===== src/rtl/hazard_ctrl_param.sv =====
// -----------------------------------------------------------------------------
// hazard_ctrl_param
//
// Hazard, forwarding and stall controller for the MIPS pipeline. It sits
// beside the datapath, watches register indices and control bits from the
// ID/EX/MEM/WB stages, and drives the pipeline-register stall/flush enables
// and the EX-operand forwarding mux selects.
//
// Features:
//   - NUM_FWD forwarding sources, youngest (index 0) has priority
//   - load-use bubble of LU_STALLS cycles (1 or 2)
//   - multi-cycle EX unit holding EX for MC_LAT-1 cycles
//   - saturating, synchronously clearable performance counters
//
// Ports:
//   clk, reset                 clock, asynchronous active-high reset
//   rs_id, rt_id               ID source registers
//   use_rs_id, use_rt_id       ID instruction really reads rs / rt
//   rs_ex, rt_ex, dest_ex      EX source / destination registers
//   memread_ex                 EX instruction is a load
//   mc_start_ex                multi-cycle op in its first EX cycle
//   dest_fwd, regwrite_fwd     per-source destination / write-enable
//   mispredict_ex, jump_id     control-flow redirects
//   clr_counters               synchronous clear of all counters
//   fwd_sel_a, fwd_sel_b       0 = regfile, k = forwarding source k-1
//   stall_if/id/ex             hold PC / IF-ID / ID-EX and EX
//   flush_if_id, flush_id_ex   bubble insertion
//   ctrl_state                 00 RUN, 01 LU, 10 MC
//   stall_cnt, lu_cnt, mispredict_cnt, fwd_cnt   performance counters
//
// Stalls, flushes and selects are combinational from the inputs and the
// registered state so the datapath sees them in the same cycle.
// -----------------------------------------------------------------------------
module hazard_ctrl_param #(
    parameter int REG_W     = 5,
    parameter int NUM_FWD   = 2,
    parameter int LU_STALLS = 1,
    parameter int MC_LAT    = 4,
    parameter int CNT_W     = 32,
    localparam int FSW      = $clog2(NUM_FWD + 1)
) (
    input  logic                       clk,
    input  logic                       reset,
    input  logic [REG_W-1:0]           rs_id,
    input  logic [REG_W-1:0]           rt_id,
    input  logic                       use_rs_id,
    input  logic                       use_rt_id,
    input  logic [REG_W-1:0]           rs_ex,
    input  logic [REG_W-1:0]           rt_ex,
    input  logic [REG_W-1:0]           dest_ex,
    input  logic                       memread_ex,
    input  logic                       mc_start_ex,
    input  logic [NUM_FWD*REG_W-1:0]   dest_fwd,
    input  logic [NUM_FWD-1:0]         regwrite_fwd,
    input  logic                       mispredict_ex,
    input  logic                       jump_id,
    input  logic                       clr_counters,
    output logic [FSW-1:0]             fwd_sel_a,
    output logic [FSW-1:0]             fwd_sel_b,
    output logic                       stall_if,
    output logic                       stall_id,
    output logic                       stall_ex,
    output logic                       flush_if_id,
    output logic                       flush_id_ex,
    output logic [1:0]                 ctrl_state,
    output logic [CNT_W-1:0]           stall_cnt,
    output logic [CNT_W-1:0]           lu_cnt,
    output logic [CNT_W-1:0]           mispredict_cnt,
    output logic [CNT_W-1:0]           fwd_cnt
);

    // mc_cnt counts remaining MC-state cycles minus one; the first stall
    // cycle is spent in RUN (the mc_start_ex cycle) so MC lasts MC_LAT-2.
    localparam int MCW     = $clog2(MC_LAT + 1);
    localparam int MC_INIT = (MC_LAT > 2) ? (MC_LAT - 3) : 0;

    typedef enum logic [1:0] {
        ST_RUN = 2'b00,
        ST_LU  = 2'b01,
        ST_MC  = 2'b10
    } state_t;

    state_t            r_state;
    state_t            w_state_nxt;
    logic [MCW-1:0]    r_mc_cnt;
    logic [MCW-1:0]    w_mc_cnt_nxt;

    logic              w_lu_hit;
    logic              w_lu_accept;
    logic              w_stall_if;
    logic              w_stall_id;
    logic              w_stall_ex;
    logic              w_flush_if_id;
    logic              w_flush_id_ex;
    logic [FSW-1:0]    w_sel_a;
    logic [FSW-1:0]    w_sel_b;
    logic              w_fwd_inc;

    logic [CNT_W-1:0]  r_stall_cnt;
    logic [CNT_W-1:0]  r_lu_cnt;
    logic [CNT_W-1:0]  r_mispredict_cnt;
    logic [CNT_W-1:0]  r_fwd_cnt;

    // Saturating increment: holds at all-ones instead of wrapping.
    function automatic logic [CNT_W-1:0] sat_inc(input logic [CNT_W-1:0] v,
                                                 input logic             en);
        logic [CNT_W-1:0] res;
        if (en && (v != {CNT_W{1'b1}})) begin
            res = v + CNT_W'(1);
        end else begin
            res = v;
        end
        return res;
    endfunction

    // Forward-source pick: scanning from the oldest source down lets the
    // youngest matching source overwrite any older match.
    function automatic logic [FSW-1:0] fwd_pick(input logic [REG_W-1:0]         src,
                                                input logic [NUM_FWD*REG_W-1:0] dst,
                                                input logic [NUM_FWD-1:0]       wen);
        logic [FSW-1:0] sel;
        sel = '0;
        for (int k = NUM_FWD - 1; k >= 0; k--) begin
            sel = (wen[k] && (dst[k*REG_W +: REG_W] != '0) &&
                   (dst[k*REG_W +: REG_W] == src)) ? FSW'(k + 1) : sel;
        end
        return sel;
    endfunction

    // Forwarding selects and load-use detection (state independent).
    always_comb begin
        w_sel_a  = fwd_pick(rs_ex, dest_fwd, regwrite_fwd);
        w_sel_b  = fwd_pick(rt_ex, dest_fwd, regwrite_fwd);
        w_lu_hit = memread_ex && (dest_ex != '0) &&
                   ((use_rs_id && (rs_id == dest_ex)) ||
                    (use_rt_id && (rt_id == dest_ex)));
    end

    // Next-state and stall/flush decode; a mispredict overrides every state.
    always_comb begin
        w_state_nxt   = r_state;
        w_mc_cnt_nxt  = r_mc_cnt;
        w_stall_if    = 1'b0;
        w_stall_id    = 1'b0;
        w_stall_ex    = 1'b0;
        w_flush_if_id = 1'b0;
        w_flush_id_ex = 1'b0;
        w_lu_accept   = 1'b0;

        if (mispredict_ex) begin
            w_flush_if_id = 1'b1;
            w_flush_id_ex = 1'b1;
            w_state_nxt   = ST_RUN;
            w_mc_cnt_nxt  = '0;
        end else begin
            case (r_state)
                ST_RUN: begin
                    if (mc_start_ex) begin
                        w_stall_if = 1'b1;
                        w_stall_id = 1'b1;
                        w_stall_ex = 1'b1;
                        if (MC_LAT > 2) begin
                            w_state_nxt  = ST_MC;
                            w_mc_cnt_nxt = MCW'(MC_INIT);
                        end else begin
                            w_state_nxt  = ST_RUN;
                        end
                    end else if (w_lu_hit) begin
                        w_stall_if    = 1'b1;
                        w_stall_id    = 1'b1;
                        w_flush_id_ex = 1'b1;
                        w_lu_accept   = 1'b1;
                        if (LU_STALLS == 2) begin
                            w_state_nxt = ST_LU;
                        end else begin
                            w_state_nxt = ST_RUN;
                        end
                    end else if (jump_id) begin
                        // Only reached when unstalled, so a jump seen while
                        // stalled is flushed on the first free cycle.
                        w_flush_if_id = 1'b1;
                    end else begin
                        w_state_nxt = ST_RUN;
                    end
                end
                ST_LU: begin
                    w_stall_if    = 1'b1;
                    w_stall_id    = 1'b1;
                    w_flush_id_ex = 1'b1;
                    w_state_nxt   = ST_RUN;
                end
                ST_MC: begin
                    w_stall_if = 1'b1;
                    w_stall_id = 1'b1;
                    w_stall_ex = 1'b1;
                    if (r_mc_cnt == '0) begin
                        w_state_nxt = ST_RUN;
                    end else begin
                        w_mc_cnt_nxt = r_mc_cnt - MCW'(1);
                    end
                end
                default: begin
                    w_state_nxt  = ST_RUN;
                    w_mc_cnt_nxt = '0;
                end
            endcase
        end
    end

    // State register and multi-cycle down-counter.
    always_ff @(posedge clk or posedge reset) begin
        if (reset) begin
            r_state  <= ST_RUN;
            r_mc_cnt <= '0;
        end else begin
            r_state  <= w_state_nxt;
            r_mc_cnt <= w_mc_cnt_nxt;
        end
    end

    // Forwarding is only counted when the EX instruction actually advances.
    always_comb begin
        w_fwd_inc = ((w_sel_a != '0) || (w_sel_b != '0)) && !w_stall_ex;
    end

    // Performance counters; clear takes precedence over increment.
    always_ff @(posedge clk or posedge reset) begin
        if (reset) begin
            r_stall_cnt      <= '0;
            r_lu_cnt         <= '0;
            r_mispredict_cnt <= '0;
            r_fwd_cnt        <= '0;
        end else if (clr_counters) begin
            r_stall_cnt      <= '0;
            r_lu_cnt         <= '0;
            r_mispredict_cnt <= '0;
            r_fwd_cnt        <= '0;
        end else begin
            r_stall_cnt      <= sat_inc(r_stall_cnt, w_stall_id);
            r_lu_cnt         <= sat_inc(r_lu_cnt, w_lu_accept);
            r_mispredict_cnt <= sat_inc(r_mispredict_cnt, mispredict_ex);
            r_fwd_cnt        <= sat_inc(r_fwd_cnt, w_fwd_inc);
        end
    end

    assign fwd_sel_a      = w_sel_a;
    assign fwd_sel_b      = w_sel_b;
    assign stall_if       = w_stall_if;
    assign stall_id       = w_stall_id;
    assign stall_ex       = w_stall_ex;
    assign flush_if_id    = w_flush_if_id;
    assign flush_id_ex    = w_flush_id_ex;
    assign ctrl_state     = r_state;
    assign stall_cnt      = r_stall_cnt;
    assign lu_cnt         = r_lu_cnt;
    assign mispredict_cnt = r_mispredict_cnt;
    assign fwd_cnt        = r_fwd_cnt;

endmodule


===== config.mk =====
export PLATFORM = sky130hd
export DESIGN_NAME = hazard_ctrl_param
export DESIGN_NICKNAME = d
export VERILOG_FILES = /design/src/rtl/hazard_ctrl_param.sv
export SDC_FILE = /design/constraint.sdc
export NUM_CORES = 1
export LEC_CHECK = 0
export CAP_MARGIN = 10
export CORE_MARGIN = 1.5
export CORE_UTILIZATION = 53
export DETAILED_ROUTE_END_ITERATION = 12
export GPL_TIMING_DRIVEN = 0
export HOLD_SLACK_MARGIN = 0.15
export PLACE_DENSITY = 0.85
export SETUP_SLACK_MARGIN = 0.15
export SYNTH_ARGS = -nofsm -noshare
export SYNTH_HDL_FRONTEND = slang
export SYNTH_SLANG_ARGS = --single-unit

===== constraint.sdc =====
create_clock -name clk -period 12.15 [get_ports clk]
set_input_delay 1.8225 -clock clk [delete_from_list [all_inputs] [get_ports clk]]
set_output_delay 1.8225 -clock clk [all_outputs]
set_load 0.03 [all_outputs]

==> flow_summary.json, run 1 <==
{
  "gr-usage-met3_pct": 8.240,
  "rr_worst_depth": 9,
  "r2r-start": "stall_cnt[0]",
  "synth_cells": 845,
  "post_drt_wl_per_cell_microns": 16.98,
  "dieHeight_microns": 121.9,
  "internal-power_mw": 0.7890,
  "yosysTopAreaCell": "dfrtp_1",
  "synth_mux_area_share_pct": 0.5506,
  "grt_util_all_layers_pct": 28.65,
  "gp_congestion": 0.8840,
  "ant_nets": 0,
  "rrSetupSlack_ns": 9.39,
  "synth_xor_area_share_pct": 13.78,
  "yosysWarnings": 0,
  "overflow": 0,
  "io_pins": 185,
  "port_buffers": 183,
  "pwr-share-seq_pct": 43.0,
  "outcome": "complete, no violations",
  "max_freq_ghz": 0.1541,
  "p_leak_nw": 3.725,
  "grt_pass1_wl_microns": 33690,
  "synthTopCellsByArea": "dfrtp_1 (44%), xnor2_1 (10%), nor2_1 (6.3%), nand3_1 (3.9%), xor2_1 (3.6%)",
  "hold_ws_ns": 0.5000,
  "clkSinkCount": 132,
  "ys_seq_area_share_pct": 44.05,
  "endpoint_kind": "output port",
  "drive_above_1_share_pct": 4.430,
  "cts_made_buffers": 17,
  "drc": 0,
  "cts_resized": 0,
  "synth_edf_count": 0,
  "dr_total_vias": 7322,
  "fin_area_sq_mm": 0.01018,
  "final-setup-viol-count": 0,
  "area_growth_syn_to_layout_pct": 35.71,
  "combPwrFrac_pct": 8.1,
  "wl_microns": 21070,
  "maxCapViolations": 0,
  "synthSimpleGateAreaFrac_pct": 29.18,
  "dp_hpwl_microns": 14820,
  "slew_violations": 0,
  "finalSetupTns_ns": 0,
  "synth_fa_ha_area_share_pct": 1.001,
  "postCtsSetupRepairBufs": 0,
  "hold_buffers": 0,
  "cp-endpoint": "flush_if_id",
  "path_clk_slew_ns": 0.05,
  "start_kind": "primary input",
  "use_met2_pct": 46.07,
  "grt_max_degree": 68,
  "power_mw": 1.037,
  "antenna_found_initial": 0,
  "hold_viol_final": 0,
  "htree_levels": 4,
  "r2r_end": "stall_cnt[22]",
  "synth.cell_area_sq_mm": 0.007498,
  "synth_compound_area_share_pct": 8.610,
  "period_minus_slack_ns": 6.488,
  "cts_root_buf": "clkbuf_16",
  "async_flop_share_pct": 100.0,
  "post_dp_cell_area_sq_mm": 0.009588,
  "worstPathArrival_ns": 4.67,
  "path_max_fanout": 7,
  "finClkSkew_ns": 0.008135,
  "layout_common_cells": "clkdlybuf4s50_1 (183), dfrtp_1 (132), nor2_1 (126), xnor2_1 (87), nand3_1 (59)",
  "netSwitchingPower_mw": 0.2482,
  "clkPwrFrac_pct": 48.9,
  "crit_type": "primary input to output port",
  "drtIter0Drc": 621,
  "ir_worst_vdd_mv": 0.08868,
  "power_density_mw_per_mm2": 101.9,
  "final_common_cell": "clkdlybuf4s50_1",
  "fp-row-count": 43,
  "post_drt_via_cell_ratio": 5.900,
  "die_area_sq_mm": 0.01487,
  "cts_tree": "done",
  "nets": 1100,
  "cts_buffer_depth": 2,
  "ys_seq_elements": 132,
  "syn_nets": 897,
  "crit_start": "dest_ex[1]",
  "grt_pass1_vias": 6785,
  "p_sw_share_pct": 23.93,
  "yosysTopAreaCellShare_pct": 44.05,
  "cp_data_required_time_ns": 10.33,
  "gr-usage-met1_pct": 37.37,
  "busiest_layer": "met2",
  "insertedDiodeCount": 0,
  "synth_cell_types": 56,
  "relSlewSlack_pct": 30.46,
  "clk_latency_ns": 0.42,
  "drt_pass1_iterations": 5,
  "hold_path_class": "flip-flop to flip-flop",
  "core_sq_mm": 0.01383,
  "fin_crit_sh_pct": 53.40,
  "synthFlopType": "dfrtp_1",
  "initial_core_util_pct": 54.23,
  "rsz0062_at_grt": "no",
  "die_x_microns": 121.9,
  "synth_top_family_by_area": "simple AND/OR/NAND/NOR gates",
  "tightest_slew_ns": 1.036,
  "synth.avg_cell_area_sq_um": 8.874
}
[critical path, cell delays in order]
cell	delay, ns
clkdlybuf4s50_1	0.48
or4_1	0.54
o21ai_0	0.25
nor2_1	0.12
a21oi_1	0.39
inv_1	0.24
nor2_1	0.14
clkdlybuf4s50_1	0.67
[power groups by stage]
stage	combinational [mW]	sequential (mW)	clock (mW)
final	0.0840	0.446	0.507
after global routing	0.0922	0.446	0.531
after CTS	0.0846	0.446	0.511
after detailed placement	0.0841	0.454	0
after global placement	0.0812	0.454	0
after floorplan	0.0414	0.457	0
[worst min-delay path by stage]
stage                      from     endpoint  slack [ns]  depth (start not counted)
finish              r_mc_cnt[0]  r_mc_cnt[0]        0.50                          1
global route        r_mc_cnt[0]  r_mc_cnt[0]        0.54                          1
CTS                 r_mc_cnt[0]  r_mc_cnt[0]        0.50                          1
detailed placement  r_mc_cnt[0]  r_mc_cnt[0]        0.50                          1
global placement    r_mc_cnt[0]  r_mc_cnt[0]        0.48                          1
floorplan           r_mc_cnt[0]  r_mc_cnt[0]        0.46                          1
[registers in the layout (all words and copies together), names as in the netlist]
register	cells
lu_cnt	32
fwd_cnt	32
mispredict_cnt	32
ctrl_state	1
r_mc_cnt	3
stall_cnt	32
[cell usage after synthesis, drive strengths merged (2+ instances only)]
cell type	count
ha	6
nand3b	2
a21oi	41
nor4	19
xor2	31
nor3b	3
o21ai	29
a21boi	2
a211oi	4
inv	19
nand3	59
dfrtp	132
xnor2	87
and2	7
nand4	39
a21o	2
nand2	52
a41oi	2
nand2b	3
a211o	2
o31ai	6
nor2	128
nor4b	3
or2	2
clkbuf	23
or4	10
or3	27
buf	7
nor3	48
and3	17
a311oi	4
mux2i	3
and4	9
a2111oi	3
[per-layer routing]
metal,up-vias,part of all wire [%]
met1,3547,42
met3,40,8.3
met5,-,0
li1,3421,-
met4,0,1.9
met2,314,48
[kinds of logic after synthesis]
logic type / Yosys count
simple gates: 431
other cells: 1
xor+xnor: 118
buf+inv: 49
mux: 4
fa+ha+maj: 6
compound gates: 104
flops: 132
[stage by stage]
step                worst slack, ns  cells  utilization (%)
finish                        5.662   1241            73.60
detailed placement            5.609   1209            69.34
global placement              4.937   1208            69.11
floorplan                     6.776    845                -
CTS                           5.612   1241            73.60
global route                  5.464   1241            73.60
[final cells by class]
type	instances	area, sq um
multi-input cells	664	3988
fillers	1009	3651
flip-flops and latches	132	3303
repair buffers	184	1859
clock buffers	20	456.7
well taps	180	225.2
plain buffers	30	136.4
clock inverters	12	131.4
inverters	19	76.32
(Power assumes the default switching activity.)
==> inputs of run 2 (changes only) <==
--- a/config.mk
+++ b/config.mk
@@ -7,11 +7,11 @@
 export LEC_CHECK = 0
 export CAP_MARGIN = 10
 export CORE_MARGIN = 1.5
-export CORE_UTILIZATION = 53
+export CORE_UTILIZATION = 45
 export DETAILED_ROUTE_END_ITERATION = 12
 export GPL_TIMING_DRIVEN = 0
 export HOLD_SLACK_MARGIN = 0.15
-export PLACE_DENSITY = 0.85
+export PLACE_DENSITY = 0.77
 export SETUP_SLACK_MARGIN = 0.15
 export SYNTH_ARGS = -nofsm -noshare
 export SYNTH_HDL_FRONTEND = slang
==> constraint.sdc (replaced) <==
create_clock -name clk -period 5.7 [get_ports clk]
set_input_delay 0.855 -clock clk [delete_from_list [all_inputs] [get_ports clk]]
set_output_delay 0.855 -clock clk [all_outputs]
set_load 0.03 [all_outputs]
==> flow_summary.json, run 2 (synthesized netlist as in run 1, its figures left out) <==
{
  "max_freq_ghz": 0.2159,
  "drt_pass1_iterations": 5,
  "drive_above_1_share_pct": 4.524,
  "cts_resized": 0,
  "grt_pass1_vias": 6887,
  "cp-endpoint": "flush_if_id",
  "nets": 1100,
  "ant_nets": 0,
  "path_max_fanout": 7,
  "maxCapViolations": 0,
  "slew_violations": 0,
  "relSlewSlack_pct": 37.33,
  "hold_path_class": "flip-flop to flip-flop",
  "fin_cells": 1281,
  "overflow": 0,
  "fillers": 1403,
  "slowest_stage": "clkdlybuf4s50_1",
  "ir_worst_vdd_mv": 0.2185,
  "hold_viol_final": 0,
  "crit_family": "buffers and inverters",
  "cp_data_required_time_ns": 4.85,
  "rrSetupSlack_ns": 2.90,
  "crit_start": "dest_ex[1]",
  "worstPathArrival_ns": 3.78,
  "cp.buffers_inverters": 3,
  "final-setup-viol-count": 0,
  "area_growth_syn_to_layout_pct": 36.93,
  "power_mw": 2.299,
  "dr_total_vias": 7213,
  "initial_core_util_pct": 45.70,
  "critical_path_cell_count": 8,
  "rr_worst_depth": 11,
  "gp_congestion": 0.8828,
  "htree_levels": 4,
  "die_x_microns": 132.1,
  "path_clk_slew_ns": 0.05,
  "tightest_slew_ns": 0.9338,
  "start_kind": "primary input",
  "wl_microns": 21340,
  "critPathMaxStageDelay_ns": 0.69,
  "p_leak_nw": 3.743,
  "post_drt_via_cell_ratio": 5.631,
  "final_common_cell": "clkdlybuf4s50_1",
  "die_area_sq_mm": 0.01745,
  "rsz0062_at_grt": "no",
  "fin_area_sq_mm": 0.01027,
  "post_dp_cell_area_sq_mm": 0.009638,
  "grt_util_all_layers_pct": 24.37,
  "finClkSkew_ns": 0.01056,
  "fp-row-count": 47,
  "path_cells": "clkdlybuf4s50_1, or4_1, o21ai_0, nor2_1, a21oi_1, inv_1, nor2_1, clkdlybuf4s50_1",
  "dp_cells": 1249,
  "cts_made_buffers": 17,
  "fin_crit_sh_pct": 81.26,
  "drc": 0,
  "outcome": "complete, no violations",
  "clkSinkCount": 132,
  "hold_ws_ns": 0.4896,
  "clk_latency_ns": 0.41,
  "layout_common_cells": "clkdlybuf4s50_1 (183), dfrtp_1 (132), nor2_1 (126), xnor2_1 (87), nand3_1 (59)",
  "antenna_found_initial": 0,
  "power_density_mw_per_mm2": 223.9,
  "cts_buffer_depth": 2,
  "grt_max_degree": 88,
  "hold_buffers": 0,
  "io_pins": 185,
  "final_util_pct": 62.58,
  "period_minus_slack_ns": 4.632,
  "r2r_end": "fwd_cnt[1]",
  "cts_root_buf": "clkbuf_16",
  "dp_hpwl_microns": 15130,
  "dieHeight_microns": 132.1,
  "core_sq_mm": 0.01641,
  "post_drt_wl_per_cell_microns": 16.66,
  "grt_pass1_wl_microns": 34450,
  "drtIter0Drc": 491,
  "postCtsSetupRepairBufs": 0,
  "crit_type": "primary input to output port",
  "insertedDiodeCount": 0,
  "endpoint_kind": "output port",
  "port_buffers": 183,
  "r2r-start": "fwd_cnt[0]",
  "cts_tree": "done"
}
==> run 2: how the worst min path moves through the flow <==
stage                 from           to  cells after the start
2_1_floorplan  r_mc_cnt[0]  r_mc_cnt[0]                      1
3_3_place_gp   r_mc_cnt[0]  r_mc_cnt[0]                      1
3_5_place_dp   r_mc_cnt[0]  r_mc_cnt[0]                      1
4_1_cts        r_mc_cnt[0]  r_mc_cnt[0]                      1
5_1_grt        r_mc_cnt[0]  r_mc_cnt[0]                      1
6_report       r_mc_cnt[0]  r_mc_cnt[0]                      1
==> run 2: stage by stage <==
stage / TNS, ns / worst slack, ns
after global placement: -86.97 / -0.6691
after CTS: 0 / 1.000
final: 0 / 1.068
after global routing: 0 / 0.8439
after floorplan: 0 / 1.319
after detailed placement: 0 / 1.012
==> run 2: per-layer routing <==
| metal | GRT usage, % | routed length [microns] | vias up |
|---|---|---|---|
| li1 | - | - | 3428 |
| met1 | 32.46 | 9281 | 3474 |
| met2 | 38.89 | 10150 | 283 |
| met3 | 5.459 | 1493 | 28 |
| met4 | 9.259 | 416 | 0 |
| met5 | 0 | 0 | - |
==> run 2: report_power, final <==
group	switching, mW	internal (mW)	leakage (nW)
Clock	0.434	0.736	0.296
Combinational	0.106	0.0736	1.61
Sequential	0.00758	0.943	1.84
Total	0.547	1.75	3.74
==> run 2: layout make-up <==
| class | count | area [sq um] | area share [%] |
|---|---|---|---|
| Multi-Input combinational cell | 664 | 3988 | 38.84 |
| Timing Repair Buffer | 184 | 1859 | 18.11 |
| Buffer | 30 | 136.4 | 1.328 |
| Clock buffer | 17 | 425.4 | 4.143 |
| Clock inverter | 15 | 203.9 | 1.986 |
| Sequential cell | 132 | 3303 | 32.17 |
| Tap cell | 220 | 275.3 | 2.681 |
| Inverter | 19 | 76.32 | 0.7434 |
==> run 2: worst reg2reg max path: stages (launching register included) <==
cell	delay, ns
dfrtp_1	0.47
ha_1	0.25
nand4_1	0.32
nor2_1	0.24
and3_1	0.21
a211o_1	0.11
buf_4	0.17
and2_1	0.19
buf_2	0.21
buf_4	0.21
mux2i_1	0.21
nor2_1	0.07
==> RTL change 1, RTL diff (flow settings as in run 2) <==
`CNT_W`: 32 -> 28.
--- a/src/rtl/hazard_ctrl_param.sv
+++ b/src/rtl/hazard_ctrl_param.sv
@@ -36,7 +36,7 @@
     parameter int NUM_FWD   = 2,
     parameter int LU_STALLS = 1,
     parameter int MC_LAT    = 4,
-    parameter int CNT_W     = 32,
+    parameter int CNT_W     = 28,
     localparam int FSW      = $clog2(NUM_FWD + 1)
 ) (
     input  logic                       clk,
Ports: changed (resized fwd_cnt, lu_cnt, mispredict_cnt and stall_cnt); port bits go from 185 to 169. No check against the original RTL was run, so the function may have changed too.
==> RTL change 1 against run 2 <==
- worst hold slack improved by 60 ps
- power down 9.7%
- first-iteration DRC count fell by 9.4%
- via count shrank 5.6%
- sequential cell count down 16
- cell area fell by 7.4%
- area after synthesis is 6.7% lower
- setup slack better by 190 ps
- synthesized cell count decreased by 7.2%
- wire length is 8.7% lower
- largest power group unchanged
- highest routed layer unchanged
==> RTL change 1: results (changes against run 2) <==
run_status:
  status: "finished clean"  # unchanged
finish:
  design.final.nets: 1022  # was 1100
  filler_cell_count: 1287  # was 1403
sta:
  timing.max_slew.rel_slack_pct: 42.8  # was 37.3%
  fin_crit_ps: 4450  # was 4630 ps
  skew_ps: 8.91  # was 10.6 ps
detailed_routing:
  first_iter_violations: 445  # was 491
  wl_per_cell_um: 16.6  # was 16.7 um
  routed-wl-met3_um: 1390  # was 1490 um
  met2_wire_length_um: 9090  # was 10100 um
  drt-vias-per-instance: 5.81  # was 5.63
setup_path:
  ff2ff_path_depth: 8  # was 11
  crit_arrival_ps: 3590  # was 3780 ps
  r2r_slack_ps: 2990  # was 2900 ps
  cpPeakStageDelay_ps: 670  # was 690 ps
place:
  preCtsSetupSlack_ps: 1260  # was 1010 ps
  dpl.hpwl_um: 13800  # was 15100 um
  port_buffers: 166  # was 183
global_routing:
  groute.layer.met1.usage_pct: 32.1  # was 32.5%
  grt_max_degree: 74  # was 88
  vias_in_the_first_global_route: 6290  # was 6887
  grt_first_pass_wirelength_um: 31400  # was 34500 um
yosys:
  yosys.cell_types.count: 61  # was 56
  post_synthesis_compound_gate_area_fraction_pct: 12.4  # was 8.61%
  synth.top_cells.by_area: "dfrtp_1 41%, nor2_1 4.8%, xnor2_1 4.6%, a21oi_1 4.5%, mux2_2 4.2%"  # was dfrtp_1 44%, xnor2_1 10%, nor2_1 6.3%, nand3_1 3.9%, xor2_1 3.6%
  synth.net_count: 836  # was 897
  synth_commonest_cells: "116 x dfrtp_1, 89 x nor2_1, 63 x a21oi_1"  # was 132 x dfrtp_1, 126 x nor2_1, 87 x xnor2_1
  synth_mux_area_share_pct: 4.83  # was 0.551%
power_and_ir_drop:
  clock_power_mw: 1.05  # was 1.17 mW
  seq_power_mw: 0.836  # was 0.950 mW
  p_int_mw: 1.58  # was 1.75 mW
  power.leakage_nw: 3.57  # was 3.74 nW
  power_switching_share_pct: 24.0  # was 23.8%
RTL change 1: cell count changes after synthesis, sizes merged, moves of 22 or more:
cell	delta
xnor2	-50
nor2	-38
nor3	-28
mux2	+26
nor2b	+23
a21oi	+22
RTL change 1: path summary, 6_finish.rpt:
| path | to | start |
|---|---|---|
| max | flush_id_ex | dest_ex[0] |
| min | r_mc_cnt[1] | r_mc_cnt[1] |
| max reg2reg | stall_cnt[6] | stall_cnt[0] |
| min reg2reg | r_mc_cnt[1] | r_mc_cnt[1] |
| max in group asynchronous | lu_cnt[22] | reset |
| min in group asynchronous | stall_cnt[22] | reset |
RTL change 1: layout make-up:
type | count | area (um^2) | area share [%]
repair buffers | 167 | 1690 | 17.8
well taps | 188 | 235 | 2.47
flip-flops and latches | 116 | 2900 | 30.5
plain buffers | 27 | 121 | 1.28
clock buffers | 22 | 474 | 4.99
inverters | 22 | 87.6 | 0.921
multi-input cells | 619 | 3890 | 40.9
clock inverters | 10 | 105 | 1.11
==> RTL change 2, RTL diff (config.mk and constraints of run 2) <==
Made on the original files. Reset style: synchronous (`reset`), changed in 2 clocked blocks. Comments in the files are not updated.
--- a/src/rtl/hazard_ctrl_param.sv
+++ b/src/rtl/hazard_ctrl_param.sv
@@ -208,7 +208,7 @@
     end
 
     // State register and multi-cycle down-counter.
-    always_ff @(posedge clk or posedge reset) begin
+    always_ff @(posedge clk) begin
         if (reset) begin
             r_state  <= ST_RUN;
             r_mc_cnt <= '0;
@@ -224,7 +224,7 @@
     end
 
     // Performance counters; clear takes precedence over increment.
-    always_ff @(posedge clk or posedge reset) begin
+    always_ff @(posedge clk) begin
         if (reset) begin
             r_stall_cnt      <= '0;
             r_lu_cnt         <= '0;
Formal check against the unedited RTL: differs if reset is asserted again (counterexample within 4 cycles, from zero or initial values and one cycle with reset high); with reset held inactive, the same outputs for 4 cycles.
==> RTL change 2 against run 2 <==
- global-route usage shrank 0.87 points
- wire length decreased by 13%
- sequential power shrank 2.4%
- cell area down 8.2%
- cell count shrank 4.4%
- setup slack gained 90 ps
- power is 5.2% lower
- worst hold slack improved by 24 ps
- area after synthesis shrank 9.7%
- sequential cell count unchanged
- critical endpoint is now stall_if
- clock power down 5%
- core utilization up 2.0 points
==> RTL change 2: results (changes against run 2) <==
place:
  preCtsSetupSlack_ps: 1140  # was 1010 ps
  dpl.hpwl_um: 13600  # was 15100 um
  place_congestion: 0.853  # was 0.883
setup_path:
  regToRegEndpoint: "fwd_cnt[19]"  # was fwd_cnt[1]
  worst_setup_path_endpoint: "stall_if"  # was flush_if_id
  regToRegStartpoint: "fwd_cnt[14]"  # was fwd_cnt[0]
  crit_arrival_ps: 3690  # was 3780 ps
  timing.critical_path.fanout_max: 4  # was 7
  cpPeakStageDelay_ps: 580  # was 690 ps
sta:
  share_of_the_clock_period_used_by_the_worst_path_after_layout_pct: 79.7  # was 81.3%
detailed_routing:
  drt-vias-per-instance: 5.41  # was 5.63
  wl_per_cell_um: 15.2  # was 16.7 um
  first_iter_violations: 422  # was 491
yosys:
  yosys.cell_types.count: 60  # was 56
  syn_avg_cell_area_um2: 8.20  # was 8.87 um^2
  yosys.area_share.adder_pct: 1.11  # was 1.00%
  synth_mux_area_share_pct: 0.610  # was 0.551%
  yosys_most_used_dff: "dfxtp_1"  # was dfrtp_1
  synth_commonest_cells: "137 x nor2_1, 132 x dfxtp_1, 87 x xnor2_1"  # was 132 x dfrtp_1, 126 x nor2_1, 87 x xnor2_1
  asyncSetResetFlopFracSynth_pct: 0  # was 100%
  synth_seq_area_share_pct: 39.0  # was 44.1%
  synth.top_cells.by_area: "dfxtp_1 39%, xnor2_1 11%, nor2_1 7.6%, xor2_1 5.3%, nand2_1 4.0%"  # was dfrtp_1 44%, xnor2_1 10%, nor2_1 6.3%, nand3_1 3.9%, xor2_1 3.6%
finish:
  drive_above_1_share_pct: 5.67  # was 4.52%
  design.final.nets: 1080  # was 1100
  filler_cell_count: 1263  # was 1403
  finalNonFillerCells: 1224  # was 1281
global_routing:
  grt_first_pass_wirelength_um: 30200  # was 34500 um
  grt_max_degree: 17  # was 88
  vias_in_the_first_global_route: 6174  # was 6887
power_and_ir_drop:
  ir_drop_mv: 0.186  # was 0.219 mV
  power.leakage_nw: 2.99  # was 3.74 nW
run_status:
  status: "finished clean"  # unchanged
## RTL change 2: cell types whose count changed after synthesis, moves of 10 or more
cell	delta
a21oi_1	-18
nand2_1	+20
o21ai_0	-10
dfxtp_1	+132
xor2_1	+10
dfrtp_1	-132
or3_1	-10
nand3_1	-11
nor3_1	-12
nor2_1	+11
## RTL change 2: worst min path at each step
stage,startpoint,to,slack (ps),depth (start not counted)
2_1_floorplan,r_mc_cnt[0],r_mc_cnt[0],500,2
3_3_place_gp,lu_cnt[1],lu_cnt[1],490,2
3_5_place_dp,fwd_cnt[21],fwd_cnt[21],510,2
4_1_cts,fwd_cnt[21],fwd_cnt[21],520,2
5_1_grt,stall_cnt[31],stall_cnt[31],550,2
6_report,mispredict_cnt[20],mispredict_cnt[20],510,2
## RTL change 2: layout make-up
class | count | area share, %
Clock inverter | 9 | 1.37
Sequential cell | 132 | 28.0
Clock buffer | 22 | 4.92
Buffer | 35 | 1.95
Tap cell | 184 | 2.44
Multi-Input combinational cell | 637 | 41.0
Timing Repair Buffer | 183 | 19.4
Inverter | 22 | 0.876
## RTL change 2: routing by layer
layer	part of all wire (%)	global-route usage, %	vias up
met4	1.4	8.36	0
met1	45	30.0	3093
met2	46	38.4	222
met5	0	0	-
li1	-	-	3275
met3	7.3	6.29	27
## RTL change 2: report_power, final
| group | total (mW) | internal, mW | switching (mW) |
|---|---|---|---|
| combinational | 0.140 | 0.0629 | 0.0766 |
| sequential | 0.927 | 0.925 | 0.00263 |
| clock | 1.11 | 0.706 | 0.407 |
| total | 2.18 | 1.69 | 0.486 |
## RTL change 2: cell families (layout without fill, tap and decap cells)
| family | Yosys count | count (layout) |
|---|---|---|
| other cells | 1 | 1 |
| mux | 4 | 4 |
| compound gates | 68 | 68 |
| buf+inv | 57 | 271 |
| fa+ha+maj | 6 | 6 |
| simple gates | 430 | 430 |
| xor+xnor | 128 | 128 |
| flops | 132 | 132 |
## RTL change 2: per-stage QoR
step                      power (mW)  cell area (um^2)
after floorplan                 1.02              6770
after global placement          1.09              8830
after detailed placement        1.09              8830
after CTS                       2.19              9430
after global routing            2.25              9430
final                           2.18              9430
## RTL change 2: worst max-delay path: cells and delay by family
kind                   cells  cell delay (ps)
AO/OA/AOI/OAI              1              500
AND/OR/NAND/NOR            4             1120
buffers and inverters      3             1210
